## config.mk

```make
export PLATFORM = sky130hd
export DESIGN_NAME = pattern_tx_sequencer_flat
export DESIGN_NICKNAME = d
export VERILOG_FILES = /design/src/rtl/pattern_seq_pkg.sv /design/src/rtl/pattern_tx_sequencer_if.sv /design/src/rtl/pattern_seq_rr_arb.sv /design/src/rtl/pattern_tx_sequencer.sv /design/src/flat_wrapper.sv
export SDC_FILE = /design/constraint.sdc
export NUM_CORES = 1
export LEC_CHECK = 0
export ABC_CLOCK_PERIOD_IN_PS = 1700
export CORE_UTILIZATION = 48
export CTS_BUF_LIST = sky130_fd_sc_hd__clkbuf_8 sky130_fd_sc_hd__clkbuf_16
export DETAILED_ROUTE_END_ITERATION = 6
export PLACE_DENSITY = 0.85
export SLEW_MARGIN = 10
export SYNTH_ARGS = -nofsm -noshare
export SYNTH_HDL_FRONTEND = slang
export SYNTH_SLANG_ARGS = --single-unit
```

## constraint.sdc

```tcl
create_clock -name clk -period 1.7 [get_ports clk]
set_input_delay 0.34 -clock clk [delete_from_list [all_inputs] [get_ports clk]]
set_output_delay 0.34 -clock clk [all_outputs]
set_load 0.01 [all_outputs]
```

## src/rtl/pattern_seq_pkg.sv

```systemverilog
// Shared encodings for the pattern transmitter sequencer: generator states,
// requester commands, completion status and the sequencer FSM state type.
package pattern_seq_pkg;

    localparam logic [1:0] PAT_IDLE     = 2'b00;
    localparam logic [1:0] PAT_CLEAR    = 2'b01;
    localparam logic [1:0] PAT_LFSR     = 2'b10;
    localparam logic [1:0] PAT_PER_LANE = 2'b11;

    localparam logic [1:0] CMD_LFSR     = 2'b00;
    localparam logic [1:0] CMD_PER_LANE = 2'b01;
    localparam logic [1:0] CMD_SCRAMBLE = 2'b10;
    localparam logic [1:0] CMD_RSVD     = 2'b11;

    localparam logic [1:0] ST_OK        = 2'b00;
    localparam logic [1:0] ST_TIMEOUT   = 2'b01;
    localparam logic [1:0] ST_ABORT     = 2'b10;
    localparam logic [1:0] ST_BAD_CMD   = 2'b11;

    typedef enum logic [2:0] {
        S_IDLE  = 3'd0,
        S_CLEAR = 3'd1,
        S_RUN   = 3'd2,
        S_GAP   = 3'd3,
        S_ACK   = 3'd4
    } seq_state_e;

    // Scrambling rides on the LFSR generator state; only PER_LANE_ID differs.
    function automatic logic [1:0] run_pat(input logic [1:0] cmd);
        return (cmd == CMD_PER_LANE) ? PAT_PER_LANE : PAT_LFSR;
    endfunction

endpackage

```

## src/rtl/pattern_tx_sequencer_if.sv

```systemverilog
// Requester / generator bundle for the pattern transmitter sequencer.
// The master side is the requesters plus generator; the slave side is the sequencer.
interface pattern_tx_sequencer_if #(parameter int REP_W = 4);
    logic             i_req0;
    logic             i_req1;
    logic [1:0]       i_cmd0;
    logic [1:0]       i_cmd1;
    logic [REP_W-1:0] i_reps0;
    logic [REP_W-1:0] i_reps1;
    logic             i_abort;
    logic             i_pat_done;
    logic [1:0]       o_pat_state;
    logic             o_scramble_en;
    logic             o_ack0;
    logic             o_ack1;
    logic [1:0]       o_status;
    logic             o_busy;

    modport master (
        output i_req0, i_req1, i_cmd0, i_cmd1, i_reps0, i_reps1, i_abort, i_pat_done,
        input  o_pat_state, o_scramble_en, o_ack0, o_ack1, o_status, o_busy
    );

    modport slave (
        input  i_req0, i_req1, i_cmd0, i_cmd1, i_reps0, i_reps1, i_abort, i_pat_done,
        output o_pat_state, o_scramble_en, o_ack0, o_ack1, o_status, o_busy
    );
endinterface

```

## src/rtl/pattern_seq_rr_arb.sv

```systemverilog
// Two-requester round-robin arbiter. The pointer names the favoured requester;
// on advance it moves to the one that was not just served.
module pattern_seq_rr_arb (
    input  logic       clk,
    input  logic       rst,
    input  logic [1:0] req,
    input  logic       adv,
    input  logic       last,
    output logic       gnt_vld,
    output logic       gnt_idx
);
    logic ptr_q;

    always_ff @(posedge clk) begin
        if (rst)
            ptr_q <= 1'b0;
        else if (adv)
            ptr_q <= ~last;
    end

    assign gnt_vld = |req;
    assign gnt_idx = req[ptr_q] ? ptr_q : ~ptr_q;

endmodule

```

## src/rtl/pattern_tx_sequencer.sv

```systemverilog
// Drives the lane pattern generator for the MBINIT (port 0) and MBTRAIN (port 1)
// requesters. Optional run counters under PAT_SEQ_PERF_CNT_EN.
module pattern_tx_sequencer
    import pattern_seq_pkg::*;
#(
    parameter int TIMEOUT_CYCLES = 8192,
    parameter int REP_W          = 4
) (
    input  logic                  clk,
    input  logic                  rst,
    pattern_tx_sequencer_if.slave bus
`ifdef PAT_SEQ_PERF_CNT_EN
    ,
    output logic [15:0]           o_runs_ok,
    output logic [15:0]           o_runs_fail
`endif
);
    localparam int TO_W = $clog2(TIMEOUT_CYCLES + 1);

    seq_state_e       state_q, state_d;
    logic [1:0]       cmd_q, cmd_d;
    logic [1:0]       status_q, status_d;
    logic [1:0]       pat_q, pat_d;
    logic [REP_W-1:0] reps_q, reps_d;
    logic [REP_W-1:0] rep_cnt_q, rep_cnt_d;
    logic [TO_W-1:0]  to_cnt_q, to_cnt_d;
    logic             owner_q, owner_d;
    logic             scr_q, scr_d;
    logic             ack0_q, ack1_q;

    logic             gnt_vld, gnt_idx, adv;
    logic [1:0]       req;
    logic [1:0]       sel_cmd;
    logic [REP_W-1:0] sel_reps;

    assign req      = {bus.i_req1, bus.i_req0};
    assign sel_cmd  = gnt_idx ? bus.i_cmd1  : bus.i_cmd0;
    assign sel_reps = gnt_idx ? bus.i_reps1 : bus.i_reps0;

    pattern_seq_rr_arb u_arb (
        .clk     (clk),
        .rst     (rst),
        .req     (req),
        .adv     (adv),
        .last    (owner_q),
        .gnt_vld (gnt_vld),
        .gnt_idx (gnt_idx)
    );

    always_comb begin
        state_d   = state_q;
        cmd_d     = cmd_q;
        reps_d    = reps_q;
        rep_cnt_d = rep_cnt_q;
        to_cnt_d  = to_cnt_q;
        owner_d   = owner_q;
        status_d  = status_q;
        adv       = 1'b0;
        pat_d     = PAT_IDLE;
        scr_d     = 1'b0;

        case (state_q)
            S_IDLE: begin
                if (gnt_vld) begin
                    owner_d   = gnt_idx;
                    cmd_d     = sel_cmd;
                    reps_d    = (sel_reps == '0) ? REP_W'(1) : sel_reps;
                    rep_cnt_d = '0;
                    to_cnt_d  = '0;
                    if (sel_cmd == CMD_RSVD) begin
                        state_d  = S_ACK;
                        status_d = ST_BAD_CMD;
                    end else begin
                        state_d  = S_CLEAR;
                    end
                end
            end
            S_CLEAR: state_d = S_RUN;
            S_RUN: begin
                to_cnt_d = to_cnt_q + 1'b1;
                // A done on the final allowed cycle still counts as a pass.
                if (bus.i_pat_done) begin
                    rep_cnt_d = rep_cnt_q + 1'b1;
                    state_d   = S_GAP;
                end else if (to_cnt_q == TO_W'(TIMEOUT_CYCLES - 1)) begin
                    state_d  = S_ACK;
                    status_d = ST_TIMEOUT;
                end
            end
            S_GAP: begin
                to_cnt_d = '0;
                if (rep_cnt_q == reps_q) begin
                    state_d  = S_ACK;
                    status_d = ST_OK;
                end else begin
                    state_d  = S_CLEAR;
                end
            end
            S_ACK: begin
                adv     = 1'b1;
                state_d = S_IDLE;
            end
            default: state_d = S_IDLE;
        endcase

        // Abort wins over done/timeout; an ack already in flight is left alone.
        if (bus.i_abort && (state_q inside {S_CLEAR, S_RUN, S_GAP})) begin
            state_d  = S_ACK;
            status_d = ST_ABORT;
        end

        case (state_d)
            S_CLEAR: pat_d = PAT_CLEAR;
            S_RUN: begin
                pat_d = run_pat(cmd_d);
                scr_d = (cmd_d == CMD_SCRAMBLE);
            end
            default: pat_d = PAT_IDLE;
        endcase
    end

    always_ff @(posedge clk) begin
        if (rst) begin
            state_q   <= S_IDLE;
            cmd_q     <= CMD_LFSR;
            status_q  <= ST_OK;
            pat_q     <= PAT_IDLE;
            reps_q    <= '0;
            rep_cnt_q <= '0;
            to_cnt_q  <= '0;
            owner_q   <= 1'b0;
            scr_q     <= 1'b0;
            ack0_q    <= 1'b0;
            ack1_q    <= 1'b0;
        end else begin
            state_q   <= state_d;
            cmd_q     <= cmd_d;
            status_q  <= status_d;
            pat_q     <= pat_d;
            reps_q    <= reps_d;
            rep_cnt_q <= rep_cnt_d;
            to_cnt_q  <= to_cnt_d;
            owner_q   <= owner_d;
            scr_q     <= scr_d;
            ack0_q    <= (state_d == S_ACK) && !owner_d;
            ack1_q    <= (state_d == S_ACK) &&  owner_d;
        end
    end

    assign bus.o_pat_state   = pat_q;
    assign bus.o_scramble_en = scr_q;
    assign bus.o_ack0        = ack0_q;
    assign bus.o_ack1        = ack1_q;
    assign bus.o_status      = status_q;
    assign bus.o_busy        = (state_q != S_IDLE);

`ifdef PAT_SEQ_PERF_CNT_EN
    always_ff @(posedge clk) begin
        if (rst) begin
            o_runs_ok   <= '0;
            o_runs_fail <= '0;
        end else if (state_q == S_ACK) begin
            if (status_q == ST_OK) begin
                if (o_runs_ok != 16'hFFFF) o_runs_ok <= o_runs_ok + 1'b1;
            end else begin
                if (o_runs_fail != 16'hFFFF) o_runs_fail <= o_runs_fail + 1'b1;
            end
        end
    end
`endif

endmodule
```

## src/flat_wrapper.sv

```systemverilog
// flat-port wrapper written by rule: the top's interface ports become plain ports
module pattern_tx_sequencer_flat import pattern_seq_pkg::*;
#(
    parameter int TIMEOUT_CYCLES = 8192,
    parameter int REP_W          = 4
)
  (clk, rst, bus_i_req0, bus_i_req1, bus_i_cmd0, bus_i_cmd1, bus_i_reps0, bus_i_reps1, bus_i_abort, bus_i_pat_done, bus_o_pat_state, bus_o_scramble_en, bus_o_ack0, bus_o_ack1, bus_o_status, bus_o_busy);
  pattern_tx_sequencer_if #(.REP_W(REP_W)) bus_i ();
  input  logic clk;
  input  logic rst;
  input wire logic [$bits(bus_i.i_req0)-1:0] bus_i_req0;
  input wire logic [$bits(bus_i.i_req1)-1:0] bus_i_req1;
  input wire logic [$bits(bus_i.i_cmd0)-1:0] bus_i_cmd0;
  input wire logic [$bits(bus_i.i_cmd1)-1:0] bus_i_cmd1;
  input wire logic [$bits(bus_i.i_reps0)-1:0] bus_i_reps0;
  input wire logic [$bits(bus_i.i_reps1)-1:0] bus_i_reps1;
  input wire logic [$bits(bus_i.i_abort)-1:0] bus_i_abort;
  input wire logic [$bits(bus_i.i_pat_done)-1:0] bus_i_pat_done;
  output wire logic [$bits(bus_i.o_pat_state)-1:0] bus_o_pat_state;
  output wire logic [$bits(bus_i.o_scramble_en)-1:0] bus_o_scramble_en;
  output wire logic [$bits(bus_i.o_ack0)-1:0] bus_o_ack0;
  output wire logic [$bits(bus_i.o_ack1)-1:0] bus_o_ack1;
  output wire logic [$bits(bus_i.o_status)-1:0] bus_o_status;
  output wire logic [$bits(bus_i.o_busy)-1:0] bus_o_busy;
  assign bus_i.i_req0 = bus_i_req0;
  assign bus_i.i_req1 = bus_i_req1;
  assign bus_i.i_cmd0 = bus_i_cmd0;
  assign bus_i.i_cmd1 = bus_i_cmd1;
  assign bus_i.i_reps0 = bus_i_reps0;
  assign bus_i.i_reps1 = bus_i_reps1;
  assign bus_i.i_abort = bus_i_abort;
  assign bus_i.i_pat_done = bus_i_pat_done;
  assign bus_o_pat_state = bus_i.o_pat_state;
  assign bus_o_scramble_en = bus_i.o_scramble_en;
  assign bus_o_ack0 = bus_i.o_ack0;
  assign bus_o_ack1 = bus_i.o_ack1;
  assign bus_o_status = bus_i.o_status;
  assign bus_o_busy = bus_i.o_busy;
  pattern_tx_sequencer #(.TIMEOUT_CYCLES(TIMEOUT_CYCLES), .REP_W(REP_W)) u_core (.clk(clk), .rst(rst), .bus(bus_i));
endmodule
```

# [Word level (Yosys, flattened, before mapping)]
# Index checks and enable logic that the tools add are counted.
[op_classes] add_sub_neg=2 order_cmp=1 n_eq_ne=23 n_mux=32 bitwise_logic=3 reduce_logical=19
[ops] operator="$pmux 14 s3" n=1
[ops] operator="$mux 2" n=9
[ops] operator="$mux 3" n=6
[ops] operator="$mux 4" n=4
[ops] operator="$add 14x1->14 const B" n=1
[ops] operator="$eq 14x13->1 const B" n=1
[ops] operator="$mux 14" n=1
[ops] operator="$pmux 3 s4" n=1
[ops] operator="$reduce_and 6->1" n=2
[ops] operator="$eq 3x2->1 const B" n=3
[ops] operator="$reduce_bool 3->1" n=3
[ops] operator="$ne 2x1->1 const B" n=4
[ops] operator="$pmux 4 s2" n=1
[ops] operator="$mux 1" n=7
[ops] operator="$eq 3x1->1 const B" n=2
[ops] operator="$eq 3x3->1 const B" n=2
[ops] operator="$ne 3x1->1 const B" n=2
[ops] operator="$ne 3x2->1 const B" n=2
[ops] operator="$pmux 2 s3" n=1
[ops] operator="$reduce_or 2->1" n=3
[ops] operator="$add 4x1->4 const B" n=1
[ops] operator="$eq 2x2->1 const B" n=2
[ops] operator="$eq 4x4->1" n=1
[ops] operator="$logic_not 4->1" n=1
[ops] operator="other kinds (13)" n=19
[word_totals] ff_bits=36 inputBits=18

# [Depth between registers and ports, before layout]
[logic_depth] depth_word=12 mapped_depth=7 ltp_nobuf=6

# [Cells and area by module]
# A second synthesis with hierarchy kept.
[unflattened] hier_cells=206 area_unflattened_um2=1825.5
[modules_own_cells] module="pattern_tx_sequencer" instances=1 cells_per_inst=200 area_per_inst_um2=1769.2 seq_area_each_um2=700.7
[modules_own_cells] module="pattern_seq_rr_arb" instances=1 cells_per_inst=6 area_per_inst_um2=56.3 seq_area_each_um2=20.0

# [Worst setup path after synthesis]
# No wires, ideal clock.
[synth_path] path_kind="reg2reg" start="register u_core.to_cnt_q[0]" end="register u_core.status_q[1] (netlist: u_core.bus.o_status[1])" setup_time_ns=0.087 arrival_time_ns=1.577 slack_ns=0.036 path_stages_with_launch=7 path_buffers=0 synth_period_minus_slack_ns=1.664 path_cell_list="dfxtp_1 > ha_1 > nand4bb_1 > or4_1 > o22ai_1 > nor3_1 > nor4b_2"
[synth_between] elab_chain_len=3
[synth_rtl] item="start: declaration" line="pattern_tx_sequencer.sv:26" rtl="logic [TO_W-1:0] to_cnt_q, to_cnt_d;"
[synth_rtl] item="start signal: assignment" line="pattern_tx_sequencer.sv:142" rtl="to_cnt_q <= to_cnt_d;"
[synth_rtl] item="$eq 14x13->1" line="pattern_tx_sequencer.sv:85" rtl="end else if (to_cnt_q == TO_W'(TIMEOUT_CYCLES - 1)) begin"
[synth_rtl] item="$ne 3x2->1 (no source line)"
[synth_rtl] item="$reduce_and 6->1 (no source line)"
[synth_rtl] item="end signal: assignment" line="pattern_tx_sequencer.sv:138" rtl="status_q <= status_d;"
[synth_rtl] item="end: declaration" line="pattern_tx_sequencer.sv:22" rtl="logic [1:0] status_q, status_d;"
# Every way passes these cells.
# A chain may end at the register's enable or synchronous reset.

# [Worst setup path in the final report]
[layout_path] start="register u_core.to_cnt_q[4]" end="register u_core.status_q[1] (netlist: u_core.bus.o_status[1])"
# Same word-level chain as after synthesis.

==> impl_metrics.toml <==
[status]
status = "complete, but fails checks"
violations = "setup timing"

[logic_synthesis]
synth-edff-count = 0
yosysSeqAreaShare_pct = 40.1
async_reset_ff_share_pct = 0
syn_area_um2 = 1800
synth_area_per_cell_um2 = 8.68
yosysTopAreaCell = "dfxtp_1"
ys_ff_latch = 36
synth_cells = 207
synthTopCellsByArea = "dfxtp_1 (40%), nor2_1 (6.7%), xnor2_1 (4.4%), xor2_1 (3.9%), mux2i_1 (3.3%)"
synth_top_flop_cell = "dfxtp_1"
synth.net_count = 227
ys_warn_count = 0
ys_types = 49
post-synth-top-area-fraction_pct = 40.1

[sta]
drv_slew = 0
setup_violations = 3
final-hold-violation-count = 0
skew_ns = 0.00851
period_share_pct = 101
layout_setup_ws_ns = -0.00857
fmax_mhz = 585
rsz0062_at_grt = "yes"
slew_headroom_pct = 76.7
finalCriticalPeriod_ns = 1.71
fin_setup_tns_ns = -0.0193
tightest_slew_ns = 0.349

[clock_network]
path_clk_slew_ns = 0.08
cts_sinks = 36
cts_hold_buf = 0
cts-buffers-inserted = 5
cts_max_level = 2
cts_tree = "built"
root_buffer = "clkbuf_8"
clockBufferDepth = 2
clkLatencyLatePin_ns = 0.29

[detailed_routing]
ant_nets = 0
dr.pass1.iters = 4
wl_um = 4910
drt_iter0_drc = 93
wire_per_inst_um = 15.7
remaining_drc_errors = 0
via_count = 1781
via_per_inst = 5.71

[setup_path]
critPathKind = "reg2reg"
start_kind = "flop"
rr_endpoint = "u_core.bus.o_status[1]"
cpPeakStageDelay_ns = 0.55
reg2reg_depth = 6
reg2reg_from = "u_core.to_cnt_q[4]"
arrival_ns = 1.92
critPathLaunch = "u_core.to_cnt_q[4]"
cp_max_fo = 3
critPathCapture = "u_core.bus.o_status[1]"
crit_chain = "buf_4 > nand3_1 > or4_4 > o22ai_2 > nor3_1 > nor4b_2"
cp.depth = 6
crit_family = "simple AND/OR/NAND/NOR gates"
r2r_slack_ns = -0.009
cpMaxStageDelayCell = "or4_4"
endpoint_kind = "flop"
required_ns = 1.91
critPathBufInv = 1

[finish]
final_cell_mix = "buf_4 (32), nor2_1 (31), dfxtp_1 (27), clkdlybuf4s50_1 (21), nand2_1 (15)"
layout-drive-gt1-share_pct = 29.7
antennaDiodeCount = 0
final_util_pct = 73.3
final_cells = 312
nFillCells = 248
nets = 285
syn_to_final_growth_pct = 41.4
final_common_cell = "buf_4"

[grt]
antenna_found_initial = 0
grt_pass1_vias = 1701
grt_pass1_wl_um = 7020
grt_util_all_layers_pct = 22.2
overflow = 0
grt_max_degree = 15

[power_and_ir_drop]
ir_drop_mv = 0.522
power_leakage_uw = 0.000974
p_per_area_nw_per_um2 = 894

[placement]
globalplace.congestion = 0.854
hpwl_um = 3060
port_buffers = 25
dp.cells = 298

[floorplanning]
die_h_um = 63.2
fp.coreArea_um2 = 3470
dieArea_um2 = 3990
initial_utilization_pct = 51.8
fp-row-count = 21
io_pins = 26
die_w_um = 63.2

[flow_run]
maxCapViolCount = 0

[hold_path]
hold_path.class = "reg2reg"
final cells by class:
| class | count | area, um^2 | area share (%) |
|---|---|---|---|
| multi-input combinational | 157 | 1130 | 44.4 |
| sequential | 36 | 732 | 28.8 |
| timing repair buffer | 58 | 504 | 19.8 |
| clock buffer | 6 | 82.6 | 3.25 |
| tap | 46 | 57.6 | 2.26 |
| inverter | 7 | 26.3 | 1.03 |
| clock inverter | 2 | 11.3 | 0.443 |
through the flow:
stage               hold WS (ns)  power (uW)  area, um^2  setup slack (ns)
finish                     0.493        2270        2540          -0.00857
detailed placement         0.459        1530        2270            -0.418
global route               0.516        2360        2540           -0.0634
CTS                        0.499        2170        2390           0.00216
global placement           0.438        1510        2270            -0.363
floorplan                  0.419        1290        1800            0.0360
report_power, final:
| part | switching, uW | internal (uW) | total (uW) |
|---|---|---|---|
| combinational | 337 | 348 | 686 |
| clock | 309 | 323 | 632 |
| sequential | 46.3 | 907 | 953 |
| total | 693 | 1580 | 2270 |
worst min path at each step:
| stage | start | end | slack (ns) | cells past startpoint |
|---|---|---|---|---|
| after CTS | u_core.owner_q | u_core.u_arb.ptr_q | 0.50 | 1 |
| final | u_core.owner_q | u_core.u_arb.ptr_q | 0.49 | 1 |
| after floorplan | bus_i_abort | u_core.state_q[1] | 0.42 | 1 |
| after detailed placement | u_core.owner_q | u_core.u_arb.ptr_q | 0.46 | 1 |
| after global routing | u_core.owner_q | u_core.u_arb.ptr_q | 0.52 | 1 |
| after global placement | u_core.owner_q | u_core.u_arb.ptr_q | 0.44 | 1 |
layer usage:
| metal | track usage [%] | vias to the layer above | wire, um |
|---|---|---|---|
| met1 | 26.1 | 854 | 2030 |
| met5 | 0 | - | 0 |
| met2 | 37.6 | 63 | 2500 |
| met3 | 6.70 | 14 | 272 |
| met4 | 8.81 | 0 | 112 |
| li1 | - | 850 | - |
cells in the mapped netlist (all sizes together) (2+ instances only):
| master | number |
|---|---|
| nand4 | 4 |
| a21oi | 10 |
| nand3 | 5 |
| and3 | 3 |
| or3 | 5 |
| buf | 4 |
| clkbuf | 3 |
| nor2b | 2 |
| mux2i | 6 |
| nand2 | 15 |
| a21o | 2 |
| nor2 | 34 |
| a211oi | 4 |
| o21bai | 3 |
| dfxtp | 36 |
| nor3b | 3 |
| nor4b | 2 |
| o21ai | 9 |
| xnor2 | 9 |
| xor2 | 8 |
| nor4 | 2 |
| inv | 7 |
| ha | 2 |
| nor3 | 10 |
| and2 | 2 |
flip-flops by register name, indices dropped and copies added (netlist names):
register                  cells
u_core.bus.o_ack1             1
u_core.state_q                3
u_core.rep_cnt_q              4
u_core.bus.o_scramble_en      1
u_core.bus.o_ack0             1
u_core.cmd_q                  2
u_core.bus.o_pat_state        2
u_core.owner_q                1
u_core.reps_q                 4
u_core.u_arb.ptr_q            1
u_core.to_cnt_q              14
u_core.bus.o_status           2
what timing repair did:
item,CTS,global route
gates resized for setup,9,31
pin swaps,4,7
setup buffers,0,6
setup endpoints to repair,6,22
logic make-up (layout without fill, tap and decap cells):
logic type                 Yosys count  count (layout)  synth area share [%]
DFF                                 36              36                  40.1
muxes                                7               7                  3.97
AOI/OAI and AO/OA                   38              38                  14.4
buffers and inverters               14              73                  3.55
and+or+nand+nor                     93              93                  28.3
xor gates and xnor gates            17              17                  8.29
adders and majority gates            2               2                  1.39
(Power assumes the default switching activity.)
==> RTL edit: new RTL, config.mk and constraints unchanged <==
`TIMEOUT_CYCLES` is set to 8192 in 2 places; all go to 16384.
--- a/src/rtl/pattern_tx_sequencer.sv
+++ b/src/rtl/pattern_tx_sequencer.sv
@@ -4,5 +4,5 @@
     import pattern_seq_pkg::*;
 #(
-    parameter int TIMEOUT_CYCLES = 8192,
+    parameter int TIMEOUT_CYCLES = 16384,
     parameter int REP_W          = 4
 ) (
--- a/src/flat_wrapper.sv
+++ b/src/flat_wrapper.sv
@@ -2,5 +2,5 @@
 module pattern_tx_sequencer_flat import pattern_seq_pkg::*;
 #(
-    parameter int TIMEOUT_CYCLES = 8192,
+    parameter int TIMEOUT_CYCLES = 16384,
     parameter int REP_W          = 4
 )
Function: same outputs for any inputs over 10 cycles, from zero or initial values and one cycle with rst high; that may be too few to reach the edited logic, so the function may still have changed.
==> RTL edit against the unedited design <==
First-iteration DRC count increased by 31%. Die area decreased by 0.74%. Cell count decreased by 4.5%. Final area decreased by 3.3%. Area after synthesis decreased by 0.77%. Clock skew about the same. The run still ends with setup timing left. Wire length decreased by 7.8%. Worst setup slack got worse by 0.063 ns. Largest cell class unchanged. Via count decreased by 5.8%. Sequential cell count increased by 1.
Power is not compared: it rests on default switching activity, and its combinational part moved more than twofold at a synthesized area within 25%.
==> RTL edit: results (changes against the unedited design) <==
global_route:
  grt_pass1_wl_um: 7130  # was 7020 um
  met3_usage_pct: 3.83  # was 6.70%
  met2_usage_pct: 37.4  # was 37.6%
  grt_use_met1_pct: 29.1  # was 26.1%
routing:
  vias_per_cell: 5.63  # was 5.71
  drt-total-wl_um: 4530  # was 4910 um
synthesis:
  ys_seq_area_share_pct: 41.5  # was 40.1%
  syn_avg_cell_area_um2: 8.87  # was 8.68 um^2
  synth_cell_types: 48  # was 49
  synth_fp_nets: 221  # was 227
  yosys-top-cells-count: "dfxtp_1 (37), nor2_1 (31), xor2_1 (19), nand2_1 (13), nand4_1 (8)"  # was dfxtp_1 (36), nor2_1 (32), nand2_1 (15), a21oi_1 (10), nor3_1 (10)
  synthMuxAreaShare_pct: 2.81  # was 3.97%
layout:
  final_nets: 271  # was 285
  multi_input_area_share_pct: 42.0  # was 44.4%
  clkCellAreaFrac_pct: 5.60  # was 3.69%
  regArea_um2: 747  # was 732 um^2
  drive_gt1_share_pct: 24.6  # was 29.7%
  nFillCells: 240  # was 248
run_status:
  status: "finished with violations"  # unchanged
  violations: "setup timing"  # unchanged
sta:
  setup_ws_ns: -0.0713  # was -0.00857 ns
  setup_viol: 4  # was 3
  clock_skew_ns: 0.00816  # was 0.00851 ns
setup_path:
  cp_data_arrival_time_ns: 1.95  # was 1.92 ns
placement:
  hpwl_um: 2810  # was 3060 um
  place_ws_ns: -0.324  # was -0.418 ns
  placed_cell_area_um2: 2240  # was 2270 um^2
clock_network:
  ctsResizeCount: 8  # was 9
  cts_setup_buffers: 1  # was 0
-- RTL edit: worst max-delay path, stage by stage --
cell and delay, ns:
clkdlybuf4s50_1 0.50, nand2_1 0.09, buf_4 0.16, and3_1 0.24, o2111a_1 0.29, o211ai_1 0.22
a21oi_1 0.10
-- RTL edit: worst paths after layout --
| kind | startpoint | endpoint | slack (ns) | cells past startpoint |
|---|---|---|---|---|
| max | bus_i_req1 | u_core.bus.o_pat_state[0] | -0.07 | 7 |
| min | u_core.bus.o_status[1] | u_core.bus.o_status[1] | 0.46 | 2 |
| max reg2reg | u_core.state_q[0] | u_core.bus.o_ack1 | -0.07 | 6 |
| min reg2reg | u_core.bus.o_status[1] | u_core.bus.o_status[1] | 0.46 | 2 |
-- RTL edit: logic make-up (layout without fill, tap and decap cells) --
logic type | count (synthesis) | count (layout)
xor+xnor | 20 | 20
simple gates | 90 | 90
fa+ha+maj | 2 | 2
flops | 37 | 37
buf+inv | 13 | 64
compound gates | 34 | 34
mux | 5 | 5
